[src/rtl/irq_ctrl_pkg.sv]
// rtl/irq_ctrl_pkg.sv - shared constants for the AHB interrupt controller
package irq_ctrl_pkg;

    localparam logic [2:0] REG_ENABLE    = 3'd0;
    localparam logic [2:0] REG_PENDING   = 3'd1;
    localparam logic [2:0] REG_MODE      = 3'd2;
    localparam logic [2:0] REG_ACTIVE_ID = 3'd3;
    localparam logic [2:0] REG_SWSET     = 3'd4;

    localparam logic [7:0] ID_NONE_DEFAULT = 8'hFF;

    localparam logic MODE_EDGE  = 1'b1;
    localparam logic MODE_LEVEL = 1'b0;

endpackage

[src/rtl/irq_src_cell.sv]
// rtl/irq_src_cell.sv - one interrupt source: input delay stage and pending bit
module irq_src_cell
    import irq_ctrl_pkg::*;
(
    input  logic clk,
    input  logic rst,
    input  logic src,
    input  logic mode,
    input  logic w1c,
    input  logic swset,
    output logic pending
);

    logic src_q;

    // Edge mode: a new rising edge or software set wins over clear, clear wins over hold.
    // Level mode: the pending bit simply follows the raw source.
    always_ff @(posedge clk) begin
        if (rst) begin
            src_q   <= 1'b0;
            pending <= 1'b0;
        end else begin
            src_q <= src;
            if (mode == MODE_EDGE) begin
                if ((src && !src_q) || swset) begin
                    pending <= 1'b1;
                end else if (w1c) begin
                    pending <= 1'b0;
                end
            end else begin
                pending <= src;
            end
        end
    end

endmodule

[src/rtl/ahb_irq_ctrl.sv]
// rtl/ahb_irq_ctrl.sv - AHB-Lite interrupt controller with pending/enable/mode registers
module ahb_irq_ctrl
    import irq_ctrl_pkg::*;
#(
    parameter int         NUM_IRQ = 4,
    parameter logic [7:0] ID_NONE = ID_NONE_DEFAULT
) (
    input  logic               HCLK,
    input  logic               HRESET,
    input  logic               HSEL,
    input  logic [31:0]        HADDR,
    input  logic [1:0]         HTRANS,
    input  logic               HWRITE,
    input  logic [2:0]         HSIZE,
    input  logic [31:0]        HWDATA,
    input  logic               HREADY,
    output logic [31:0]        HRDATA,
    output logic               HREADYOUT,
    output logic               HRESP,
    input  logic [NUM_IRQ-1:0] IRQ_SRC,
    output logic [NUM_IRQ-1:0] IRQ,
    output logic               IRQ_ANY
);

    logic [2:0]         addr_q;
    logic               wr_q;
    logic               valid_q;
    logic [NUM_IRQ-1:0] enable_r;
    logic [NUM_IRQ-1:0] mode_r;
    logic [NUM_IRQ-1:0] pending;
    logic [NUM_IRQ-1:0] w1c;
    logic [NUM_IRQ-1:0] swset;
    logic [7:0]         active_id;
    logic               wr_en;

    // Address bits outside [4:2], transfer size and upper write data carry no meaning here
    logic unused_inputs;
    assign unused_inputs = ^{HADDR[31:5], HADDR[1:0], HTRANS[0], HSIZE, HWDATA[31:NUM_IRQ]};

    assign HREADYOUT = 1'b1;
    assign HRESP     = 1'b0;

    // Address phase capture; a new transfer is accepted in the same cycle a data phase ends
    always_ff @(posedge HCLK) begin
        if (HRESET) begin
            addr_q  <= 3'd0;
            wr_q    <= 1'b0;
            valid_q <= 1'b0;
        end else if (HREADY) begin
            valid_q <= HSEL & HTRANS[1];
            if (HSEL & HTRANS[1]) begin
                addr_q <= HADDR[4:2];
                wr_q   <= HWRITE;
            end
        end
    end

    assign wr_en = valid_q & wr_q;
    assign w1c   = (wr_en && addr_q == REG_PENDING) ? HWDATA[NUM_IRQ-1:0] : '0;
    assign swset = (wr_en && addr_q == REG_SWSET)   ? HWDATA[NUM_IRQ-1:0] : '0;

    // ENABLE and MODE registers written in the data phase
    always_ff @(posedge HCLK) begin
        if (HRESET) begin
            enable_r <= '0;
            mode_r   <= '0;
        end else if (wr_en) begin
            if (addr_q == REG_ENABLE) begin
                enable_r <= HWDATA[NUM_IRQ-1:0];
            end
            if (addr_q == REG_MODE) begin
                mode_r <= HWDATA[NUM_IRQ-1:0];
            end
        end
    end

    for (genvar i = 0; i < NUM_IRQ; i++) begin : g_cell
        irq_src_cell u_cell (
            .clk     (HCLK),
            .rst     (HRESET),
            .src     (IRQ_SRC[i]),
            .mode    (mode_r[i]),
            .w1c     (w1c[i]),
            .swset   (swset[i]),
            .pending (pending[i])
        );
    end

    assign IRQ     = pending & enable_r;
    assign IRQ_ANY = |IRQ;

    // Lowest-numbered active source wins
    always_comb begin
        active_id = ID_NONE;
        for (int i = NUM_IRQ - 1; i >= 0; i--) begin
            if (IRQ[i]) begin
                active_id = 8'(i);
            end
        end
    end

    // Read mux driven from the registered address during the data phase of a read
    always_comb begin
        HRDATA = '0;
        if (valid_q && !wr_q) begin
            case (addr_q)
                REG_ENABLE:    HRDATA[NUM_IRQ-1:0] = enable_r;
                REG_PENDING:   HRDATA[NUM_IRQ-1:0] = pending;
                REG_MODE:      HRDATA[NUM_IRQ-1:0] = mode_r;
                REG_ACTIVE_ID: HRDATA[7:0]         = active_id;
                default:       HRDATA              = '0;
            endcase
        end
    end

endmodule

[config.mk]
export PLATFORM = sky130hd
export DESIGN_NAME = ahb_irq_ctrl
export DESIGN_NICKNAME = d
export VERILOG_FILES = /design/src/rtl/irq_ctrl_pkg.sv /design/src/rtl/irq_src_cell.sv /design/src/rtl/ahb_irq_ctrl.sv
export SDC_FILE = /design/constraint.sdc
export NUM_CORES = 1
export LEC_CHECK = 0
export ABC_AREA = 1
export BUFFER_PORTS_ARGS = -buffer_cell sky130_fd_sc_hd__buf_2
export CAP_MARGIN = 20
export CORE_ASPECT_RATIO = 0.5
export CORE_MARGIN = 3
export CORE_UTILIZATION = 41
export CTS_CLUSTER_SIZE = 30
export DETAILED_ROUTE_END_ITERATION = 6
export PLACE_DENSITY = 0.95
export RECOVER_POWER = 50
export SLEW_MARGIN = 20
export SYNTH_ARGS = -nofsm -noshare
export SYNTH_HDL_FRONTEND = slang
export SYNTH_HIERARCHICAL = 1
export SYNTH_SLANG_ARGS = --single-unit
[constraint.sdc]
create_clock -name HCLK -period 2.6 [get_ports HCLK]
set_input_delay 0.26 -clock HCLK [delete_from_list [all_inputs] [get_ports HCLK]]
set_output_delay 0.26 -clock HCLK [all_outputs]
set_load 0.1 [all_outputs]
==> run metrics, run 1 <==
Synth Area per Inst=approximately 6.3 um^2; GRT Total Usage=13.3%; Worst Setup Start Kind=flip-flop; Max Slew Vio Count=0; antenna-violating nets left=0; Worst-path clk slew=70 ps; CP Max Fanout=7; synthesized-area fraction occupied by xor and xnor cells=0%; postcts setup bufs=0; synth unique cells=18; VDD IR max=0.000261 V; Synth-to-Final Area Change=7.02%; Final Hold Viols=0; fin worst setup slack=374 ps; drt wl/cell=between 9 and 10 um; largest family of logic cells by synthesized area=simple AND/OR/NAND/NOR gates; yosys warns=6; Synth Area in Compound Gates=6.37%; Synth area leaders=dfxtp_1 (31%), buf_4 (16%), nand2_1 (15%); Bufs on Longest Clock Path=2; Yosys reg bits=21; largest net degree at the start of global routing=15; Internal Power=0.000459 W; via count=1,226; Tmin final=2230 ps; Placement Rows=13; Clock Latency Late Sink=between 200 and 300 ps; fin area=1430 um^2; Worst-Margin Slew=645 ps; Root Driver=clkbuf_8; most frequent cells in the layout=nand2_1 (53), nor2_1 (32), inv_1 (30); hold crit path type=in2reg; sequential share of the synthesized area=31.5%; f_max=0.449 GHz; crit end category=output port; post-synthesis mux area share=0%; pwr/cell area=541 nW/um^2; total grt overflow=0; IO Count=approximately 120; WS Path Type=reg2out; first-pass GRT wire length=roughly 4200 um; Crit path max-delay family=simple AND/OR/NAND/NOR gates; H-Tree Depth=1; starting density of the core=between 40% and 50%; DRT iter0 DRCs=81; WP buf/inv=2; DP Worst Slack=about 800 ps; Setup Skew=2.00 ps; cell taking the most area after synthesis=dfxtp_1; Synth top area share=31.5%; TritonCTS buffer count=3; Cell Area, Placed=1410 um^2; Synth Area in Simple Gates=36.0%; residual DRC count=0; Cell Area, Synth=1340 um^2; Worst Path Arrival=1970 ps; period utilization=85.6%; clock net sink count=21; vias in the first global route=1,012; Clock power frac=27.1%; GP Congestion=around 0.85; most used cell, CP=nand2_1; WL final=2680 um; fin nets=318; share of post-route cells with drive strength above 1=about 17%; post-synthesis adder-cell area fraction=0%; DR vias/cell=4.44; Final Setup Violations=0; Slew headroom=57.0%; Pleak=between 0.7 and 0.8 nW; ANT cells=0; Worst EP required=between 2000 and 2500 ps; most common cell after layout, fill and taps aside=nand2_1; port bufs=29; Die W=86.7 um; utilization after layout=50.2%; status=finished clean; TNS Setup=0 ps; core area=2850 um^2; slowest cell delay on critical path=between 400 and 500 ps; die height=46.4 um; sw frac=roughly two fifths; TritonCTS clock tree=done; Pre-antenna DRT Iters=4; Gate power share=28.6%; crit-path cells=inv_1 > nand2_1 > nor2_1 > nand2_1 > nand2_1 > nor2_1 > nor2_2 > buf_2; net switching power=0.000315 W; RSZ-0062 raised after global routing=false; hpwl dp=2190 um; Cells after Synth=211; die area=4020 um^2; hold_buf cts=0; antenna violations before repair=0; Slowest cell on crit path=buf_2; # resized after CTS=0; Reg power frac=between 40% and 50%; max cap viols=0
## worst paths after layout
kind	from	to	slack (ps)	depth (start not counted)
max	addr_q[1]$_SDFFE_PP0P_	HRDATA[0]	370	8
min reg2reg	g_cell[1].u_cell/src_q$_SDFF_PP0_	g_cell[1].u_cell/pending$_SDFFE_PP0P_	470	3
min	IRQ_SRC[0]	g_cell[0].u_cell/src_q$_SDFF_PP0_	210	3
max reg2reg	addr_q[1]$_SDFFE_PP0P_	enable_r[3]$_SDFFE_PP0P_	1130	6
## cells in the mapped netlist
master	instances
nand4_1	4
nand3_1	12
buf_4	29
inv_1	29
nand2_1	52
nor2_1	29
o21ai_0	8
inv_2	3
a21oi_1	9
clkinv_1	1
nor3_2	1
nand2_2	2
nor3_1	1
nor2_2	6
dfxtp_1	21
nor2_4	1
nor3_4	1
conb_1	2
## routing by layer
metal,global-route usage (%),routed length [um],share of wire (%)
met1,15.8,1160,43
met2,24.0,1240,46
met3,1.96,242,9.0
met4,7.14,34,1.3
met5,0,0,0
## cell families (layout without fill, tap and decap cells)
| group | after synthesis | count (layout) |
|---|---|---|
| other cells | 2 | 26 |
| flops | 21 | 21 |
| buf+inv | 62 | 66 |
| compound gates | 17 | 17 |
| simple gates | 109 | 109 |
## worst register-to-register path, stage by stage, from the launching register on
cell,delay [ps]
dfxtp_1,370
inv_1,170
nand2_1,80
nor2_1,350
nand2_1,200
nand2_1,110
a21oi_1,60
## final cells by class
class	count	area (um^2)
clock buffers	3	41.3
repair buffers	29	144
flip-flops and latches	21	420
inverters	33	124
well taps	37	46.3
clock inverters	1	5.00
multi-input cells	152	649
fillers	254	1420
## flip-flops by register name, indices dropped and copies added, names as in the netlist
name and flops:
mode_r 4, valid_q 1, g_cell.u_cell/pending 4, addr_q 3, wr_q 1, enable_r 4, g_cell.u_cell/src_q 4
## power by group through the flow
stage          sequential (W)  clock (W)  combinational, W
2_1_floorplan        0.000348          0          0.000232
3_3_place_gp         0.000350          0          0.000223
3_5_place_dp         0.000351          0          0.000225
4_1_cts              0.000344   0.000213          0.000225
5_1_grt              0.000344   0.000224          0.000232
6_report             0.000343   0.000210          0.000221
## through the flow
stage / instances / hold WS, ps / power (W)
detailed placement: 272 / 459 / 0.000575
finish: 276 / 214 / 0.000774
global route: 276 / 234 / 0.000800
global placement: 272 / 449 / 0.000573
CTS: 276 / 217 / 0.000781
floorplan: 235 / 329 / 0.000580
No activity file was read; power rests on OpenSTA's default activity.
==> run 2: changes to the inputs <==
CAP_MARGIN = not set   (was 20)
CORE_MARGIN = 2   (was 3)
==> run metrics, run 2 (synthesis gave the netlist of run 1 again) <==
status=finished clean (unchanged); pwr/cell area=545 nW/um^2 (was 541 nW/um^2); core area=3050 um^2 (was 2850 um^2); Slew headroom=56.1% (was 57.0%); f_max=0.433 GHz (was 0.449 GHz); Die W=84.7 um (was 86.7 um); DR vias/cell=4.70 (was 4.44); Tmin final=2310 ps (was 2230 ps); drt wl/cell=10.6 um (was 9.72 um); Worst-Margin Slew=658 ps (was 645 ps); Root Driver=clkbuf_8 (unchanged); GRT Total Usage=16.2% (was 13.3%); Worst-path clk slew=80 ps (was 70 ps); Pre-antenna DRT Iters=4 (unchanged); crit end category=output port (unchanged); hpwl dp=2240 um (was 2190 um); Final Hold Viols=0 (unchanged); WL final=2960 um (was 2680 um); die height=44.4 um (was 46.4 um); DRT iter0 DRCs=89 (was 81); hold_buf cts=0 (unchanged); antenna-violating nets left=0 (unchanged); Worst Path Arrival=2050 ps (was 1970 ps); Setup Skew=6.62 ps (was 2.00 ps); IO Count=117 (unchanged); TNS Setup=0 ps (unchanged); Clock Latency Late Sink=260 ps (about the same); Placement Rows=14 (was 13); largest net degree at the start of global routing=15 (unchanged); Max Slew Vio Count=0 (unchanged); first-pass GRT wire length=4820 um (was 4170 um); vias in the first global route=1,177 (was 1,012); period utilization=88.8% (was 85.6%); slowest cell delay on critical path=440 ps (was 420 ps); VDD IR max=0.000230 V (was 0.000261 V); Final Setup Violations=0 (unchanged); share of post-route cells with drive strength above 1=17.2% (unchanged); residual DRC count=0 (unchanged); total grt overflow=0 (unchanged); Bufs on Longest Clock Path=2 (unchanged); utilization after layout=47.1% (was 50.2%); most common cell after layout, fill and taps aside=nand2_1 (unchanged); most frequent cells in the layout=nand2_1 (52), nor2_1 (32), inv_1 (30) (was nand2_1 (53), nor2_1 (32), inv_1 (30)); clock net sink count=21 (unchanged); ANT cells=0 (unchanged); RSZ-0062 raised after global routing=false (unchanged); TritonCTS buffer count=3 (unchanged); WS Path Type=reg2out (unchanged); Worst Setup Start Kind=flip-flop (unchanged); die area=3760 um^2 (was 4020 um^2); via count=1,311 (was 1,226); antenna violations before repair=0 (unchanged); CP Max Fanout=7 (unchanged); GP Congestion=0.867 (was 0.852); hold path depth=3 (unchanged); starting density of the core=43.8% (was 46.9%); max cap viols=0 (unchanged); crit-path cells=inv_1 > nand2_1 > nor2_1 > nand2_1 > nand2_1 > nor2_1 > nor2_1 > buf_2 (was inv_1 > nand2_1 > nor2_1 > nand2_1 > nand2_1 > nor2_1 > nor2_2 > buf_2); Pleak=0.768 nW (was 0.770 nW); # resized after CTS=0 (unchanged); Worst EP required=2340 ps (about the same); hold crit path type=in2reg (unchanged); R2R depth=6 (unchanged); postcts setup bufs=0 (unchanged); fin nets=318 (unchanged); TritonCTS clock tree=done (unchanged); Synth-to-Final Area Change=7.40% (was 7.02%); port bufs=29 (unchanged); Slowest cell on crit path=buf_2 (unchanged); H-Tree Depth=1 (unchanged)
==> run 2: cell types whose count changed in the layout (fill, tap and decap cells not counted) <==
cell and change:
clkinv_2 -1, clkbuf_1 +1, nand2_1 -1, nand2_2 +1
==> run 2: critical path: cells and delay by family (launching register included) <==
kind / cells / cell delay [ps]
buffers and inverters: 2 / 600
AND/OR/NAND/NOR: 6 / 810
flip-flops: 1 / 360
==> run 2: final cells by class <==
class	count	area, um^2
tap	40	50.0
sequential	21	420
fill	289	1610
timing repair buffer	29	144
clock buffer	4	45.0
multi-input combinational	152	652
inverter	33	124
==> run 2: per-layer routing <==
metal	vias to the layer above	wire length, um	track usage, %	share of wire (%)
li1	640	-	-	-
met1	579	1160	17.8	39
met2	78	1440	31.8	49
met3	14	278	2.24	9.4
met4	0	75	7.62	2.5
met5	-	0	0	0
==> run 2: metrics by stage <==
stage	hold WS (ps)	setup WS (ps)	total power (W)	cell area [um^2]	cells
floorplan	329	185	0.000580	1440	235
global placement	450	828	0.000572	1420	275
detailed placement	462	794	0.000576	1420	275
CTS	217	490	0.000789	1460	279
global route	227	178	0.000807	1440	279
finish	218	291	0.000782	1440	279
==> run 2: power by group <==
group          internal, W  total (W)  switching, W
Clock             0.000109   0.000216      0.000106
Sequential        0.000332   0.000343     0.0000103
Combinational    0.0000204   0.000224      0.000204
==> run 2: worst paths after layout <==
kind | to | start | slack (ps)
max | HRDATA[1] | addr_q[1]$_SDFFE_PP0P_ | 290
min | g_cell[0].u_cell/src_q$_SDFF_PP0_ | IRQ_SRC[0] | 220
max reg2reg | enable_r[1]$_SDFFE_PP0P_ | addr_q[1]$_SDFFE_PP0P_ | 1110
min reg2reg | g_cell[2].u_cell/pending$_SDFFE_PP0P_ | g_cell[2].u_cell/src_q$_SDFF_PP0_ | 480
==> run 3: changes to the inputs <==
SETUP_SLACK_MARGIN = 0.5   (was not set)
==> run metrics, run 3 (synthesis gave the netlist of run 1 again) <==
status=finished clean (unchanged); drt wl/cell=9.66 um (was 10.6 um); ANT cells=0 (unchanged); Bufs on Longest Clock Path=2 (unchanged); antenna-violating nets left=0 (unchanged); Worst Setup Start Kind=flip-flop (unchanged); WP buf/inv=2 (unchanged); share of post-route cells with drive strength above 1=20.5% (was 17.2%); Worst-path clk slew=80 ps (about the same); # resized after CTS=0 (unchanged); pwr/cell area=538 nW/um^2 (was 545 nW/um^2); residual DRC count=0 (unchanged); via count=1,262 (was 1,311); Root Driver=clkbuf_8 (unchanged); Placement Rows=14 (unchanged); TritonCTS buffer count=3 (unchanged); fin area=1470 um^2 (was 1440 um^2); DR vias/cell=4.52 (was 4.70); fin nets=318 (unchanged); Slew headroom=58.5% (was 56.1%); Clock Latency Late Sink=260 ps (about the same); postcts setup bufs=0 (unchanged); TritonCTS clock tree=done (unchanged); WS Path Type=reg2out (unchanged); most frequent cells in the layout=nand2_1 (52), inv_1 (29), nor2_1 (29) (was nand2_1 (52), nor2_1 (32), inv_1 (30)); Crit path max-delay family=simple AND/OR/NAND/NOR gates (unchanged); crit-path cells=inv_2 > nand2_1 > nor2_1 > nand2_1 > nand2_1 > nor2_1 > nor2_2 > buf_2 (was inv_1 > nand2_1 > nor2_1 > nand2_1 > nand2_1 > nor2_1 > nor2_1 > buf_2); Setup Skew=4.60 ps (was 6.62 ps); die height=44.4 um (unchanged); hpwl dp=2140 um (was 2240 um); total power=0.000789 W (was 0.000782 W); first-pass GRT wire length=4420 um (was 4820 um); fillcell total=310 (was 289); vias in the first global route=1,039 (was 1,177); H-Tree Depth=1 (unchanged); Finished Layout Cells=279 (unchanged); starting density of the core=43.8% (unchanged); GRT Total Usage=14.5% (was 16.2%); port bufs=29 (unchanged); Final Hold Viols=0 (unchanged); WL final=2700 um (was 2960 um); DRT iter0 DRCs=72 (was 89); most common cell after layout, fill and taps aside=nand2_1 (unchanged); core area=3050 um^2 (unchanged); Pleak=0.776 nW (was 0.768 nW); Final Setup Violations=0 (unchanged); hold_buf cts=0 (unchanged); clock net sink count=21 (unchanged); largest net degree at the start of global routing=15 (unchanged); utilization after layout=48.1% (was 47.1%); slowest cell delay on critical path=430 ps (was 440 ps); crit end category=output port (unchanged); CP Max Fanout=7 (unchanged); Worst EP required=2340 ps (about the same); Worst Path Arrival=1900 ps (was 2050 ps); hold crit path type=in2reg (unchanged); VDD IR max=0.000243 V (was 0.000230 V); die area=3760 um^2 (unchanged); Pre-antenna DRT Iters=4 (unchanged); Post-Place Cells=275 (unchanged); most used cell, CP=nand2_1; Worst-Margin Slew=623 ps (was 658 ps); Cell Area, Placed=1440 um^2 (was 1420 um^2); GP Congestion=0.848 (was 0.867); total grt overflow=0 (unchanged); Tmin final=2160 ps (was 2310 ps); RSZ-0062 raised after global routing=false (unchanged); Synth-to-Final Area Change=9.74% (was 7.40%); Slowest cell on crit path=buf_2 (unchanged); Die W=84.7 um (unchanged); f_max=0.462 GHz (was 0.433 GHz); Max Slew Vio Count=0 (unchanged); period utilization=83.2% (was 88.8%); IO Count=117 (unchanged); antenna violations before repair=0 (unchanged); max cap viols=0 (unchanged); TNS Setup=0 ps (unchanged)
[run 3: changes by cell type in the layout (fill, tap and decap cells not counted), sizes merged]
| cell | change |
|---|---|
| clkbuf | -1 |
| inv | +1 |
[run 3: power by group]
| part | switching, W | leakage (nW) | total, W | internal [W] |
|---|---|---|---|---|
| clock network | 0.000113 | 0.0260 | 0.000222 | 0.000109 |
| logic | 0.000203 | 0.577 | 0.000224 | 0.0000209 |
| registers | 0.0000108 | 0.173 | 0.000343 | 0.000332 |
| total | 0.000327 | 0.776 | 0.000789 | 0.000462 |
[run 3: routing by layer]
metal  vias to the layer above  part of all wire [%]  GRT usage (%)
li1                        644                     -              -
met1                       540                    43           16.9
met2                        72                    46           27.2
met3                         6                   9.3           2.43
met4                         0                   1.4           6.35
met5                         -                     0              0
[run 3: cell type report]
cell class | instances | area, um^2 | share of cell area, %
timing repair buffer | 29 | 144 | 9.81
multi-input combinational | 152 | 676 | 46.1
inverter | 33 | 124 | 8.45
clock inverter | 1 | 6.26 | 0.427
sequential | 21 | 425 | 29.0
clock buffer | 3 | 41.3 | 2.82
tap | 40 | 50.0 | 3.41
[run 3: final timing paths]
kind | slack, ps | from | cells after the start | end
min | 210 | IRQ_SRC[2] | 3 | g_cell[2].u_cell/src_q$_SDFF_PP0_
max | 440 | addr_q[1]$_SDFFE_PP0P_ | 8 | HRDATA[1]
max reg2reg | 1160 | addr_q[1]$_SDFFE_PP0P_ | 6 | enable_r[2]$_SDFFE_PP0P_
min reg2reg | 480 | g_cell[0].u_cell/src_q$_SDFF_PP0_ | 3 | g_cell[0].u_cell/pending$_SDFFE_PP0P_
[run 3: metrics by stage]
step / setup slack [ps] / hold WS [ps]
after floorplan: 313 / 329
after global placement: 958 / 450
after detailed placement: 933 / 460
after CTS: 642 / 211
after global routing: 297 / 221
final: 437 / 212
[run 3: worst register-to-register path, delay by kind of cell (launching register included)]
family | cells | cell delay, ps
compound gates | 1 | 60
simple gates | 4 | 730
buf+inv | 1 | 140
flops | 1 | 380
